File: src/rtl/uart_mmio_tx_pkg.sv
// Shared definitions for the memory-mapped UART transmitter: serializer state
// encoding, register offsets and STATUS bit positions.
package uart_mmio_tx_pkg;

   localparam logic [1:0] ST_IDLE  = 2'd0;
   localparam logic [1:0] ST_START = 2'd1;
   localparam logic [1:0] ST_DATA  = 2'd2;
   localparam logic [1:0] ST_STOP  = 2'd3;

   localparam logic [3:0] REG_STATUS = 4'h8;
   localparam logic [3:0] REG_TXDATA = 4'hC;

   localparam int unsigned STAT_READY = 0;
   localparam int unsigned STAT_BUSY  = 1;
   localparam int unsigned STAT_EMPTY = 2;
   localparam int unsigned STAT_OVF   = 3;

   // Line level for a given serializer state; data bits come from the shifter LSB.
   function automatic logic tx_level(input logic [1:0] state, input logic shift_lsb);
      logic level;
      case (state)
         ST_START: level = 1'b0;
         ST_DATA:  level = shift_lsb;
         default:  level = 1'b1;
      endcase
      return level;
   endfunction

endpackage

File: src/rtl/uart_mmio_tx_sync_fifo.sv
// Synchronous first-word-fall-through FIFO; a push into a full FIFO is accepted
// only when a pop happens on the same edge.
module sync_fifo #(
   parameter int unsigned WIDTH = 8,
   parameter int unsigned DEPTH = 8
) (
   input  logic                     clk,
   input  logic                     rst_n,
   input  logic                     push,
   input  logic [WIDTH-1:0]         push_data,
   input  logic                     pop,
   output logic [WIDTH-1:0]         pop_data,
   output logic                     full,
   output logic                     empty,
   output logic [$clog2(DEPTH):0]   count
);

   localparam int unsigned AW = $clog2(DEPTH);
   localparam logic [AW:0] CNT_FULL = (AW+1)'(DEPTH);

   logic [WIDTH-1:0] mem_q [DEPTH];
   logic [WIDTH-1:0] mem_d [DEPTH];
   logic [AW-1:0]    wr_ptr_q, wr_ptr_d;
   logic [AW-1:0]    rd_ptr_q, rd_ptr_d;
   logic [AW:0]      count_q, count_d;
   logic             push_ok_s, pop_ok_s;

   assign full     = (count_q == CNT_FULL);
   assign empty    = (count_q == {(AW+1){1'b0}});
   assign count    = count_q;
   assign pop_data = mem_q[rd_ptr_q];

   // Next-state for storage, pointers and occupancy.
   always_comb begin
      pop_ok_s  = pop && !empty;
      push_ok_s = push && (!full || pop_ok_s);
      mem_d     = mem_q;
      wr_ptr_d  = wr_ptr_q;
      rd_ptr_d  = rd_ptr_q;
      count_d   = count_q;
      if (push_ok_s) begin
         mem_d[wr_ptr_q] = push_data;
         wr_ptr_d        = wr_ptr_q + AW'(1);
      end else begin
         wr_ptr_d = wr_ptr_q;
      end
      if (pop_ok_s) begin
         rd_ptr_d = rd_ptr_q + AW'(1);
      end else begin
         rd_ptr_d = rd_ptr_q;
      end
      case ({push_ok_s, pop_ok_s})
         2'b10:   count_d = count_q + (AW+1)'(1);
         2'b01:   count_d = count_q - (AW+1)'(1);
         default: count_d = count_q;
      endcase
   end

   // FIFO state registers.
   always_ff @(posedge clk or negedge rst_n) begin
      if (!rst_n) begin
         mem_q    <= '{default: '0};
         wr_ptr_q <= '0;
         rd_ptr_q <= '0;
         count_q  <= '0;
      end else begin
         mem_q    <= mem_d;
         wr_ptr_q <= wr_ptr_d;
         rd_ptr_q <= rd_ptr_d;
         count_q  <= count_d;
      end
   end

endmodule

File: src/rtl/uart_mmio_tx.sv
// Memory-mapped UART transmitter: 16-byte register window, TX FIFO and an
// 8N1 serializer clocked by a CLK_DIV-cycle baud counter.
module uart_mmio_tx
   import uart_mmio_tx_pkg::*;
#(
   parameter int unsigned CLK_DIV    = 868,
   parameter int unsigned FIFO_DEPTH = 8,
   parameter logic [31:0] BASE_ADDR  = 32'hFFFF_0000
) (
   input  logic        clk,
   input  logic        rst,
   input  logic        rena,
   input  logic        wena,
   input  logic [1:0]  select,
   input  logic [31:0] addr,
   input  logic [31:0] wdata,
   output logic        hit,
   output logic [31:0] rdata,
   output logic        tx
);

   localparam int unsigned CW        = $clog2(FIFO_DEPTH) + 1;
   localparam logic [15:0] BAUD_LAST = 16'(CLK_DIV - 1);

   logic [1:0]    state_q, state_d;
   logic [15:0]   baud_q, baud_d;
   logic [2:0]    bit_cnt_q, bit_cnt_d;
   logic [7:0]    shift_q, shift_d;
   logic          tx_q, tx_d;
   logic          ovf_q, ovf_d;

   logic          wr_txdata_s, wr_status_s, ovf_evt_s, bit_end_s;
   logic [31:0]   status_s;
   logic          fifo_pop_s, fifo_full_s, fifo_empty_s;
   logic [7:0]    fifo_head_s;
   logic [CW-1:0] fifo_count_s;
   logic          unused_s;

   assign unused_s = ^{select, wdata[31:8], fifo_count_s};
   assign hit      = (addr[31:4] == BASE_ADDR[31:4]);
   assign tx       = tx_q;

   sync_fifo #(.WIDTH(8), .DEPTH(FIFO_DEPTH)) u_fifo (
      .clk       (clk),
      .rst_n     (rst),
      .push      (wr_txdata_s),
      .push_data (wdata[7:0]),
      .pop       (fifo_pop_s),
      .pop_data  (fifo_head_s),
      .full      (fifo_full_s),
      .empty     (fifo_empty_s),
      .count     (fifo_count_s)
   );

   // Register decode and combinational read mux; size is ignored.
   always_comb begin
      wr_txdata_s          = 1'b0;
      wr_status_s          = 1'b0;
      rdata                = 32'h0;
      status_s             = 32'h0;
      status_s[STAT_READY] = ~fifo_full_s;
      status_s[STAT_BUSY]  = (state_q != ST_IDLE);
      status_s[STAT_EMPTY] = fifo_empty_s;
      status_s[STAT_OVF]   = ovf_q;
      if (hit) begin
         wr_txdata_s = wena && (addr[3:0] == REG_TXDATA);
         wr_status_s = wena && (addr[3:0] == REG_STATUS);
         if (rena && (addr[3:0] == REG_STATUS)) begin
            rdata = status_s;
         end else begin
            rdata = 32'h0;
         end
      end else begin
         rdata = 32'h0;
      end
   end

   // Sticky overflow: a discarded byte beats a simultaneous clear.
   always_comb begin
      ovf_evt_s = wr_txdata_s && fifo_full_s && !fifo_pop_s;
      if (ovf_evt_s) begin
         ovf_d = 1'b1;
      end else if (wr_status_s && wdata[STAT_OVF]) begin
         ovf_d = 1'b0;
      end else begin
         ovf_d = ovf_q;
      end
   end

   // Serializer FSM with baud counter; tx is registered from the next state.
   always_comb begin
      state_d    = state_q;
      baud_d     = baud_q;
      bit_cnt_d  = bit_cnt_q;
      shift_d    = shift_q;
      fifo_pop_s = 1'b0;
      bit_end_s  = (baud_q == BAUD_LAST);
      case (state_q)
         ST_IDLE: begin
            baud_d = 16'd0;
            if (!fifo_empty_s) begin
               fifo_pop_s = 1'b1;
               shift_d    = fifo_head_s;
               bit_cnt_d  = 3'd0;
               state_d    = ST_START;
            end else begin
               state_d = ST_IDLE;
            end
         end
         ST_START: begin
            if (bit_end_s) begin
               baud_d  = 16'd0;
               state_d = ST_DATA;
            end else begin
               baud_d = baud_q + 16'd1;
            end
         end
         ST_DATA: begin
            if (bit_end_s) begin
               baud_d = 16'd0;
               if (bit_cnt_q == 3'd7) begin
                  state_d = ST_STOP;
               end else begin
                  bit_cnt_d = bit_cnt_q + 3'd1;
                  shift_d   = {1'b0, shift_q[7:1]};
               end
            end else begin
               baud_d = baud_q + 16'd1;
            end
         end
         ST_STOP: begin
            if (bit_end_s) begin
               baud_d  = 16'd0;
               state_d = ST_IDLE;
            end else begin
               baud_d = baud_q + 16'd1;
            end
         end
         default: begin
            baud_d  = 16'd0;
            state_d = ST_IDLE;
         end
      endcase
      tx_d = tx_level(state_d, shift_d[0]);
   end

   // Control state registers; reset abandons any frame and idles the line.
   always_ff @(posedge clk or negedge rst) begin
      if (!rst) begin
         state_q   <= ST_IDLE;
         baud_q    <= 16'd0;
         bit_cnt_q <= 3'd0;
         shift_q   <= 8'd0;
         tx_q      <= 1'b1;
         ovf_q     <= 1'b0;
      end else begin
         state_q   <= state_d;
         baud_q    <= baud_d;
         bit_cnt_q <= bit_cnt_d;
         shift_q   <= shift_d;
         tx_q      <= tx_d;
         ovf_q     <= ovf_d;
      end
   end

endmodule

File: config.mk
export PLATFORM = sky130hd
export DESIGN_NAME = uart_mmio_tx
export DESIGN_NICKNAME = d
export VERILOG_FILES = /design/src/rtl/uart_mmio_tx_pkg.sv /design/src/rtl/uart_mmio_tx_sync_fifo.sv /design/src/rtl/uart_mmio_tx.sv
export SDC_FILE = /design/constraint.sdc
export NUM_CORES = 1
export LEC_CHECK = 0
export BUFFER_PORTS_ARGS = -buffer_cell sky130_fd_sc_hd__buf_2
export CAP_MARGIN = 20
export CORE_ASPECT_RATIO = 1.5
export CORE_MARGIN = 3
export CORE_UTILIZATION = 25
export CTS_CLUSTER_SIZE = 28
export DETAILED_ROUTE_END_ITERATION = 16
export PLACE_DENSITY = 0.47
export SYNTH_ARGS = -nofsm -noshare
export SYNTH_HDL_FRONTEND = slang
export SYNTH_SLANG_ARGS = --single-unit
File: constraint.sdc
create_clock -name clk -period 7.7 [get_ports clk]
set_input_delay 0.385 -clock clk [delete_from_list [all_inputs] [get_ports clk]]
set_output_delay 0.385 -clock clk [all_outputs]
set_load 0.005 [all_outputs]
==> impl_results.md <==
* Nets at approximately 560
* Tcrit/Tclk final at 38.57%
* TritonCTS buffer count at 9
* Worst IR drop on VDD at around 0.095 mV
* Site Rows at 65
* Drt pass-1 iters at 4
* Crit-path cells: nor2_2 -> and2b_1 -> or4b_4 -> nor4b_4 -> mux2_2
* Crit Path Class: reg -> reg
* Filler instances at 2147
* Sequential-to-total area share from yosys stat at 48.54%
* Routed Antenna Nets at 0
* Total GRT Usage at between 10% and 20%
* Async set-reset flop share out of synthesis at 100.0%
* CP top delay family: simple AND/OR/NAND/NOR gates
* CTS-repair resized insts at 0
* IO buf count at 49
* Most frequent cells in the layout: dfrtp_1 (104), mux2_2 (68), buf_2 (48)
* Clk Latency, worst-skew pair at about 0.34 ns
* Final instance area at about 0.0062 mm^2
* Synth Register Bits at 105
* H-tree Lvls at 3
* Static leakage power at roughly 2.8 nW
* GPL Wtd Cong at between 0.8 and 0.9
* Clk pwr share at 43.9%
* Total grt overflow at 0
* Final Max Slew Viols at 0
* CTS tree: built
* Arrival time at the worst endpoint at between 3 and 4 ns
* Psw at approximately 0.00024 W
* Vias in the first global route at between 3000 and 4000
* Post-Syn Area at ~0.0054 mm^2
* Placed cells at around 730
* Setup total negative slack at 0 ns
* Share of cells above drive strength 1 at roughly a third
* Worst min path class: in -> reg
* Vias per cell at ~4.6
* Clock transition at path regs at around 0.070 ns
* ANT cells at 0
* Minimum clock period at slightly below 3 ns
* Slowest library cell on the worst path: nor4b_4
* Power Internal at a little over 0.0008 W
* Longest Clk Path Bufs at 2
* Syn Inst Count at 429
* Critical path depth in cells at 5
* Die H at 186.3 um
* Final setup fails at 0
* Final hold vios at 0
* # hold bufs at CTS at 1
* Area Overhead vs Synth at 14.28%
* Setup crit start kind: flip-flop
* Slew headroom at roughly 40%
* WL final at ~12000 um
* IO Pins at between 100 and 150
* Area leader, netlist: dfrtp_1
* Logic pwr share at 3.8%
* Worst Tran Pin Value at 0.8982 ns
* Hpwl dp at roughly 8400 um
* Avg Synthesized Cell Area at 12.62 um^2
* CTS root buffer: clkbuf_16
* Layout Skew at about 0.0065 ns
* Detailed router's first-iteration violation count at between 100 and 150
* Worst EP required at approximately 7.9 ns
* Most common cell after layout, fill and taps aside: dfrtp_1
* Post-CTS setup buffers at 0
* Sw Ratio at between 20% and 30%
* Die X at ~130 um
* Initial antenna violation count at 0
* Share of the synthesized area in the top cell type at 48.06%
* Synth warn at 0
* CP Buf/Inv Count at 0
* Post-synth cell types at 54
* Post-route insts no fill at 750
* Crit end category: flip-flop
* Status: completed
* Routed len/inst at 15.60 um
* First-pass GRT wire length at between 15000 and 20000 um
* Initial core utilization at 25.61%
* F_max at 336.7 MHz
* RSZ-0062 raised after global routing: no
* Number of synthesized flops with an enable pin at 0
* DR vias at between 3000 and 4000
* Post-DP Area at approximately 0.0059 mm^2
* Core area at around 0.021 mm^2
* Part of the power in registers at between 50% and 60%
* Synth Flop Type: dfrtp_1
* DRC errors left at 0
* Synth top area cells: dfrtp_1 (48%), mux2_2 (14%), mux4_2 (6.7%)
* MaxCap Viol Count at 0
* Die Area at about 0.023 mm^2
* CTS Sinks at between 100 and 150
* R2r worst-path depth at 5
* Largest net degree at the start of global routing at 80
* Largest stage delay, worst path at 0.76 ns
* Worst hold stages at 3
* CP Max Fanout at 12
* PwrDens at approximately 170 mW/mm^2
area by class of cell:
cell class | instances | area, um^2 | area share (%)
Multi-Input combinational cell | 300 | 2594 | 41.91
Clock buffer | 10 | 229.0 | 3.700
Tap cell | 268 | 335.3 | 5.419
Sequential cell | 105 | 2629 | 42.48
Timing Repair Buffer | 54 | 307.8 | 4.974
Inverter | 7 | 26.28 | 0.4246
Clock inverter | 6 | 67.56 | 1.092
worst min-delay path, stage by stage:
cell,delay (ns)
buf_2,0.11
nand3_1,0.06
a2bb2oi_1,0.06
synthesized netlist by cell type, types with 5 or more instances:
cell / instances
a21oi_1: 5
a221o_1: 6
buf_1: 5
buf_4: 29
clkbuf_1: 8
dfrtp_1: 104
ha_1: 7
inv_1: 7
mux2_2: 68
mux2i_1: 11
mux4_2: 16
nand2_1: 16
nand3_1: 11
nand4_1: 8
nor2_1: 36
nor3_1: 6
nor4_1: 7
nor4b_1: 5
xnor2_1: 11
xor2_1: 10
sequential cells by signal, indices dropped and copies added (netlist names):
register         cells
baud_q              16
bit_cnt_q            3
ovf_q                1
shift_q              8
state_q              2
tx                   1
u_fifo.count         4
u_fifo.mem_q        64
u_fifo.rd_ptr_q      3
u_fifo.wr_ptr_q      3
final timing paths:
| path | from | to | slack, ns |
|---|---|---|---|
| min in group asynchronous | rst | u_fifo.count[1] | 0.50 |
| hold / removal | wena | ovf_q | 0.32 |
| setup / recovery | state_q[1] | u_fifo.mem_q[31] | 4.73 |
| hold reg to reg | baud_q[0] | baud_q[0] | 0.49 |
| max in group asynchronous | rst | tx | 6.26 |
| setup reg to reg | state_q[1] | u_fifo.mem_q[31] | 4.73 |
routing by layer:
layer	vias to the layer above	track usage, %	routed length (um)
met5	-	0	0
met4	0	2.877	151
met3	12	1.943	376
met2	66	19.27	6482
met1	1762	12.15	4688
li1	1594	-	-
logic make-up after synthesis:
kind of cell / synth area share, %
DFF: 48.54
adders and majority gates: 1.987
and+or+nand+nor: 13.84
buffers and inverters: 5.707
muxes: 23.24
xor gates and xnor gates: 3.396
AOI/OAI and AO/OA: 3.212
other: 0.06925
power by group through the flow:
stage / logic (W) / clock network, W / registers [W]
floorplan: 0.0000183 / 0 / 0.000563
detailed placement: 0.0000380 / 0 / 0.000563
finish: 0.0000396 / 0.000462 / 0.000552
global route: 0.0000456 / 0.000504 / 0.000552
CTS: 0.0000385 / 0.000479 / 0.000552
global placement: 0.0000355 / 0 / 0.000563
per-stage QoR:
| step | total power (W) | hold WS, ns | setup slack, ns | utilization (%) |
|---|---|---|---|---|
| after floorplan | 0.0005817 | 0.08941 | 5.164 | - |
| after global placement | 0.0005988 | 0.3173 | 4.626 | 27.69 |
| after detailed placement | 0.0006013 | 0.3313 | 4.574 | 27.69 |
| after CTS | 0.001070 | 0.2952 | 4.683 | 29.14 |
| after global routing | 0.001101 | 0.3174 | 4.608 | 29.27 |
| final | 0.001055 | 0.3181 | 4.730 | 29.27 |
Note: power is estimated with default switching activity, not from simulation.
